File: src/rtl/bitstream_packer_pkg.sv
// Shared widths for the variable-length bit packer.
package bitstream_packer_pkg;

    localparam int unsigned DATA_W = 32;
    localparam int unsigned LEN_W  = 6;
    localparam int unsigned ACC_W  = 64;
    localparam int unsigned REST_W = 3;

endpackage

File: src/rtl/bitstream_align.sv
// Masks the incoming code bits to their length and places them directly after
// the bits already held in the left-aligned accumulator.
module bitstream_align
    import bitstream_packer_pkg::*;
(
    input  logic [LEN_W-1:0]  acclen,
    input  logic [LEN_W-1:0]  ilength,
    input  logic [DATA_W-1:0] idata,
    output logic [ACC_W-1:0]  placed
);

    logic [ACC_W-1:0] mask;
    logic [ACC_W-1:0] masked;
    logic [LEN_W:0]   shamt;

    // Mask off the upper garbage, then shift to offset 64 - acclen - ilength.
    // The offset reaches 64 only when both lengths are zero; the masked value
    // is then zero, so the shift result does not matter.
    always_comb begin
        mask   = ~({ACC_W{1'b1}} << ilength);
        masked = {{(ACC_W - DATA_W){1'b0}}, idata} & mask;
        shamt  = (LEN_W + 1)'(ACC_W) - {1'b0, acclen} - {1'b0, ilength};
        placed = masked << shamt;
    end

endmodule

File: src/rtl/bitstream_packer.sv
// Appends 0..32 right-aligned code bits per cycle MSB-first to a bitstream and
// emits each completed 32-bit word as a one-cycle pulse.
module bitstream_packer
    import bitstream_packer_pkg::*;
(
    input  logic              clk,
    input  logic              rst,
    input  logic [LEN_W-1:0]  ilength,
    input  logic [DATA_W-1:0] idata,
    output logic [REST_W-1:0] rest,
    output logic              ovalid,
    output logic [DATA_W-1:0] odata
);

    logic [ACC_W-1:0]  acc_q, acc_d, acc_next, placed;
    logic [LEN_W-1:0]  acclen_q, acclen_d, len_c;
    logic [LEN_W:0]    sum;
    logic              word_done;
    logic [DATA_W-1:0] odata_q;
    logic              ovalid_q;
    logic [REST_W-1:0] rest_q;

    // Lengths above a full word are clamped to a full word.
    always_comb begin
        len_c = (ilength > LEN_W'(DATA_W)) ? LEN_W'(DATA_W) : ilength;
    end

    bitstream_align u_align (
        .acclen  (acclen_q),
        .ilength (len_c),
        .idata   (idata),
        .placed  (placed)
    );

    // Merge new bits and decide whether the top word is complete.
    always_comb begin
        acc_next  = acc_q | placed;
        sum       = {1'b0, acclen_q} + {1'b0, len_c};
        word_done = (sum >= (LEN_W + 1)'(DATA_W));
        acc_d     = acc_next;
        acclen_d  = sum[LEN_W-1:0];
        if (word_done) begin
            acc_d    = acc_next << DATA_W;
            acclen_d = LEN_W'(sum - (LEN_W + 1)'(DATA_W));
        end
    end

    // Accumulator, output word and byte-alignment distance registers.
    always_ff @(posedge clk or negedge rst) begin
        if (!rst) begin
            acc_q    <= '0;
            acclen_q <= '0;
            odata_q  <= '0;
            ovalid_q <= 1'b0;
            rest_q   <= '0;
        end else begin
            acc_q    <= acc_d;
            acclen_q <= acclen_d;
            ovalid_q <= word_done;
            if (word_done) begin
                odata_q <= acc_next[ACC_W-1:ACC_W-DATA_W];
            end
            // (8 - acclen % 8) % 8 is the 3-bit negation of the low bits.
            rest_q   <= -acclen_d[REST_W-1:0];
        end
    end

    assign odata  = odata_q;
    assign ovalid = ovalid_q;
    assign rest   = rest_q;

endmodule

File: config.mk
export PLATFORM = sky130hd
export DESIGN_NAME = bitstream_packer
export DESIGN_NICKNAME = d
export VERILOG_FILES = /design/src/rtl/bitstream_packer_pkg.sv /design/src/rtl/bitstream_align.sv /design/src/rtl/bitstream_packer.sv
export SDC_FILE = /design/constraint.sdc
export NUM_CORES = 1
export LEC_CHECK = 0
export CORE_UTILIZATION = 25
export CTS_CLUSTER_DIAMETER = 150
export DETAILED_ROUTE_END_ITERATION = 7
export GPL_ROUTABILITY_DRIVEN = 0
export SYNTH_ARGS = -nofsm -noshare
export SYNTH_HDL_FRONTEND = slang
export SYNTH_HIERARCHICAL = 1
export SYNTH_SLANG_ARGS = --single-unit
File: constraint.sdc
create_clock -name clk -period 3.85 [get_ports clk]
set_input_delay 0.9625 -clock clk [delete_from_list [all_inputs] [get_ports clk]]
set_output_delay 0.9625 -clock clk [all_outputs]
set_load 0.05 [all_outputs]
# ---- Yosys cells after proc, flatten, opt, wreduce, memory -nomap -nowiden
# Cells that the tools add are included.
dict set report op_classes {
  n_addsub 5
  n_lt_le_gt_ge 2
  shifts 2
  n_mux 3
  n_bitwise 3
}
# op n
set ops {}
lappend ops {{AND 32 x 64 -> 64 bit} 1}
lappend ops {{two-way mux 64 bit} 1}
lappend ops {{NOT 64 bit} 1}
lappend ops {{OR 64 bit} 1}
lappend ops {{<< shifter 64 x 6 -> 64 bit, first input constant} 1}
lappend ops {{<< shifter 64 x 7 -> 64 bit} 1}
lappend ops {{two-way mux 6 bit} 2}
lappend ops {{adder 6 x 6 -> 7 bit} 1}
lappend ops {{greater-or-equal comparator 7 x 6 -> 1 bit, second input constant} 1}
lappend ops {{subtractor 7 x 6 -> 7 bit} 1}
lappend ops {{subtractor 7 x 6 -> 7 bit, first input constant} 1}
lappend ops {{greater-than comparator 6 bit, second input constant} 1}
lappend ops {{subtractor 6 bit, second input constant} 1}
lappend ops {{negation 3 bit} 1}
dict set report totals {
  regBits 106
  out_inout_bits 36
  word_cells 20
}

# ---- Longest topological paths before layout
dict set report logic_depth {
  word_depth 8
  ltp_mapped 19
}

# ---- Cells and area by module
# The synthesis kept the hierarchy.
# module n_inst cells_per_inst area_each_um2 seq_area_each_um2
set by_module_without_submodules {}
lappend by_module_without_submodules {bitstream_packer 1 349 4270.3 2627.5}
lappend by_module_without_submodules {bitstream_align 1 627 4033.9 0.0}

# ---- Least setup slack after synthesis
# Ideal clock, no wire load.
dict set report synth_timing {
  kind {input to register}
  startpoint {input port ilength[2]}
  endpoint {register acc_q[59]}
  setup_time_ns 0.135
  arrival_ns 4.386
  required_time_ns 3.715
  setup_slack_ns -0.671
  stages 17
  path_cell_list {nor2b_1 buf_2 buf_4 inv_1 ha_1 inv_1 fa_1 clkbuf_1 buf_1 nor2_1 a22oi_1 a21oi_1 o32a_1 mux2i_1 nor2_1 nor2_1 mux2i_1}
}
dict set report synth_between {
  elab_chain_cells 8
  elab_cells_between_ends 11
  classes_between {add/sub (2); order compare (2); shift (2); mux (2); bitwise (3)}
}
# element line_no
set synth_lines {}
lappend synth_lines {{start: declaration} bitstream_packer.sv:8} ;# input logic [LEN_W-1:0] ilength,
lappend synth_lines {{greater-than comparator 6 bit} bitstream_packer.sv:25} ;# len_c = (ilength > LEN_W'(DATA_W)) ? LEN_W'(DATA_W) : ilength;
lappend synth_lines {{two-way mux 6 bit *} bitstream_packer.sv:25}
lappend synth_lines {{<< shifter 64 x 6 -> 64 bit} bitstream_align.sv:20} ;# mask = ~({ACC_W{1'b1}} << ilength);
lappend synth_lines {{NOT 64 bit} bitstream_align.sv:20}
lappend synth_lines {{AND 32 x 64 -> 64 bit} bitstream_align.sv:21} ;# masked = {{(ACC_W - DATA_W){1'b0}}, idata} & mask;
lappend synth_lines {{<< shifter 64 x 7 -> 64 bit *} bitstream_align.sv:23} ;# placed = masked << shamt;
lappend synth_lines {{named net placed[27]} bitstream_packer.sv:15} ;# logic [ACC_W-1:0] acc_q, acc_d, acc_next, placed;
lappend synth_lines {{OR 64 bit *} bitstream_packer.sv:37} ;# acc_next = acc_q | placed;
lappend synth_lines {{two-way mux 64 bit *} bitstream_packer.sv:42} ;# if (word_done) begin
lappend synth_lines {{named net acc_d[59]} bitstream_packer.sv:15}
lappend synth_lines {{end signal: assignment} bitstream_packer.sv:51} ;# acc_q <= '0;
lappend synth_lines {{end signal: assignment} bitstream_packer.sv:57} ;# acc_q <= acc_d;
lappend synth_lines {{end: declaration} bitstream_packer.sv:15}
# Mark *: on every way through the listed nets, which the timed path passes. The rest lies on a longest branch.
# A chain may end at the register's enable or synchronous reset.

# ---- Final worst setup path
dict set report layout_timing {
  startpoint {input port ilength[5]}
  endpoint {register odata_q[2] (netlist: odata[2])}
}
dict set report layout_between {
  elab_chain_cells 7
  elab_cells_between_ends 10
  classes_between {add/sub (2); order compare (2); shift (2); mux (1); bitwise (3)}
}
# element line_no
set layout_lines {}
lappend layout_lines {{greater-than comparator 6 bit *} bitstream_packer.sv:25}
lappend layout_lines {{two-way mux 6 bit *} bitstream_packer.sv:25}
lappend layout_lines {{named net len_c[0]} bitstream_packer.sv:16} ;# logic [LEN_W-1:0] acclen_q, acclen_d, len_c;
lappend layout_lines {{<< shifter 64 x 6 -> 64 bit} bitstream_align.sv:20}
lappend layout_lines {{NOT 64 bit} bitstream_align.sv:20}
lappend layout_lines {{AND 32 x 64 -> 64 bit} bitstream_align.sv:21}
lappend layout_lines {{<< shifter 64 x 7 -> 64 bit *} bitstream_align.sv:23}
lappend layout_lines {{named net placed[34]} bitstream_packer.sv:15}
lappend layout_lines {{OR 64 bit *} bitstream_packer.sv:37}
lappend layout_lines {{end signal: assignment} bitstream_packer.sv:61} ;# odata_q <= acc_next[ACC_W-1:ACC_W-DATA_W];
lappend layout_lines {{end: declaration} bitstream_packer.sv:19} ;# logic [DATA_W-1:0] odata_q;
# Marks and branches as above.

==> impl_metrics.env <==
export IMPL_synth_seq_cells=105
export IMPL_hold_viol=0
export IMPL_dieArea_um2=33900
export IMPL_post_route_util_pct=39.1
export IMPL_dpl_hpwl_um=23700
export IMPL_setup_viol=25
export IMPL_wl_per_cell_um=18.8
export IMPL_cp_arrival_ns=4.24
export IMPL_netlist_top_cells_area="dfrtp_1, mux2i_1, nor2_1"
export IMPL_routed_wl_um=31900
export IMPL_start_util_pct=25.5
export IMPL_fin_crit_ns=3.96
export IMPL_numCtsBuffers=9
export IMPL_worstPathMaxFanout=7
export IMPL_drv_cap=0
export IMPL_cts_buffer_depth=2
export IMPL_core_um2=32600
export IMPL_antenna_cells=0
export IMPL_syn_area_per_cell_um2=8.51
export IMPL_gr_total_overflow=0
export IMPL_fmax_mhz=253
export IMPL_slew_violations=0
export IMPL_dieHeight_um=184
export IMPL_fin_ws_ns=-0.106
export IMPL_rsz0062_at_grt="yes"
export IMPL_path_clk_slew_ns=0.08
export IMPL_grt_max_degree=55
export IMPL_max_slew_margin_pct=54.4
export IMPL_tightest_slew_ns=0.674
export IMPL_die_x_um=184
export IMPL_rows=66
export IMPL_yosysWarnings=6
export IMPL_nNetsFinal=1311
export IMPL_io_pins=76
export IMPL_cp_start_kind="input pin"
export IMPL_synth_distinct_cells=82
export IMPL_finClkSkew_ns=0.0101
export IMPL_yosys_most_used_dff="dfrtp_1"
export IMPL_syn2layout_area_growth_pct=53.7
export IMPL_crit_path_end_kind="flop"
export IMPL_vias_per_cell=5.25
export IMPL_drtPass1Iterations=5
export IMPL_synth_cells=976
export IMPL_ant_nets=0
export IMPL_synth_top_area_share_pct=31.6
export IMPL_drc=0
export IMPL_track_usage_pct=18.6
export IMPL_worstSkewPairLatency_ns=0.36
export IMPL_antenna_found_initial=0
export IMPL_violations="negative setup slack"
export IMPL_hold_path_class="reg -> reg"
export IMPL_h_tree_depth=3
export IMPL_required_ns=4.13
export IMPL_path_class="in -> reg"
export IMPL_finalCritPeriodShare_pct=103
export IMPL_drt_iter0_markers=986
export IMPL_setup_tns_ns=-1.30
export IMPL_synth_nets=1036
export IMPL_drive_above_1_share_pct=40.3
export IMPL_clock_sinks=105
export IMPL_pre_cts_slack_ns=-0.962
export IMPL_cts_tree="done"
export IMPL_synth_async_sr_flop_share_pct=100
export IMPL_yosysTopAreaCell="dfrtp_1"
export IMPL_io_buffer_count=75
export IMPL_ys_seq_area_share_pct=31.6
export IMPL_grt_pass1_vias=8674
export IMPL_cts_root_buf="clkbuf_16"
export IMPL_synth_edff_count=0
export IMPL_syn_area_um2=8300
export IMPL_grt_pass1_wl_um=48900
export IMPL_status="finished with violations"
export IMPL_vias=8919
-- worst max-delay path: stages --
cell,delay [ns]
buf_8,0.11
buf_6,0.12
nor2b_4,0.13
inv_4,0.05
ha_4,0.16
ha_4,0.15
inv_2,0.05
fa_2,0.46
buf_12,0.17
buf_8,0.13
nor2_4,0.17
nand2_2,0.08
a32oi_2,0.17
buf_4,0.17
a32oi_4,0.06
buf_4,0.16
mux2i_2,0.37
o21ai_1,0.10
o22ai_1,0.22
nor2_2,0.10
mux2i_1,0.14
-- cell usage in the layout, fill, tap and decap left out, types with 12 or more instances in the layout --
cell type | netlist | final
a211oi_1 | 21 | 14
a21oi_1 | 46 | 29
a21oi_2 | 0 | 16
buf_12 | 1 | 12
buf_4 | 9 | 239
clkdlybuf4s50_1 | 0 | 70
dfrtp_1 | 105 | 105
inv_1 | 55 | 48
mux2i_1 | 88 | 76
nand2_1 | 46 | 40
nand3_1 | 24 | 21
nor2_1 | 161 | 122
nor2_2 | 2 | 36
nor2_4 | 9 | 14
nor3_1 | 20 | 18
o211ai_1 | 23 | 23
o21ai_0 | 41 | 24
-- routing by layer --
| metal | vias to the layer above | wire length (um) | GRT usage [%] | part of all wire, % |
|---|---|---|---|---|
| met5 | - | 0 | 0 | 0 |
| met4 | 0 | 1100 | 7.83 | 3.5 |
| met3 | 76 | 2730 | 3.54 | 8.6 |
| met2 | 430 | 14100 | 28.8 | 44 |
| met1 | 4304 | 14000 | 25.1 | 44 |
| li1 | 4109 | - | - | - |
-- cell usage after synthesis (21+ instances only) --
master,number
a211oi_1,21
a21oi_1,46
buf_2,24
clkbuf_1,27
dfrtp_1,105
inv_1,55
mux2i_1,88
nand2_1,46
nand3_1,24
nor2_1,161
o211ai_1,23
o21ai_0,41
-- final timing paths --
kind	slack [ns]	cells after the start	from	endpoint
max reg2reg	0.29	18	acclen_q[1]	odata[2]
max	-0.11	21	ilength[5]	odata[2]
min	0.48	2	acc_q[6]	acc_q[6]
min in group asynchronous	0.64	1	rst	ovalid
max in group asynchronous	2.47	2	rst	acc_q[54]
min reg2reg	0.48	2	acc_q[6]	acc_q[6]
-- kinds of logic (layout without fill, tap and decap cells) --
logic type      after synthesis  count (layout)  share of synthesized area [%]
compound gates              284             284                           24.7
flops                       105             105                           31.6
fa+ha+maj                    20              20                           3.19
mux                         106             106                           13.7
simple gates                321             321                           18.0
buf+inv                     131             411                           7.79
xor+xnor                      9               9                          0.949
-- flip-flops by register name, indices dropped and copies added, names as in the netlist --
signal and flops:
acclen_q 5, acc_q 64, ovalid 1, odata 32, rest 3
-- metrics by stage --
step           hold WS, ns  area, um^2  instances
2_1_floorplan        0.447        8560        976
3_3_place_gp         0.457       11300       1654
5_1_grt              0.507       12800       1698
6_report             0.479       12800       1698
3_5_place_dp         0.463       11300       1654
4_1_cts              0.484       12100       1689
-- area by class of cell --
cell class / instances / area (um^2)
clock buffer: 9 / 225
clock inverter: 7 / 93.8
fill: 3224 / 19900
inverter: 57 / 226
multi-input combinational: 740 / 6070
sequential: 105 / 2630
tap: 442 / 553
timing repair buffer: 338 / 2970
-- what timing repair did --
| item | CTS | global route |
|---|---|---|
| gates cloned | 2 | 0 |
| pin swaps | 40 | 52 |
| gates resized for setup | 86 | 135 |
| buffers inserted | 19 | 10 |
| hold buffers | 0 | 0 |
| endpoints found under the setup margin | 96 | 90 |
Power is left out: the tool's default activity adds up to more than one toggle a clock period on the data nets, which glitch-free logic cannot reach.
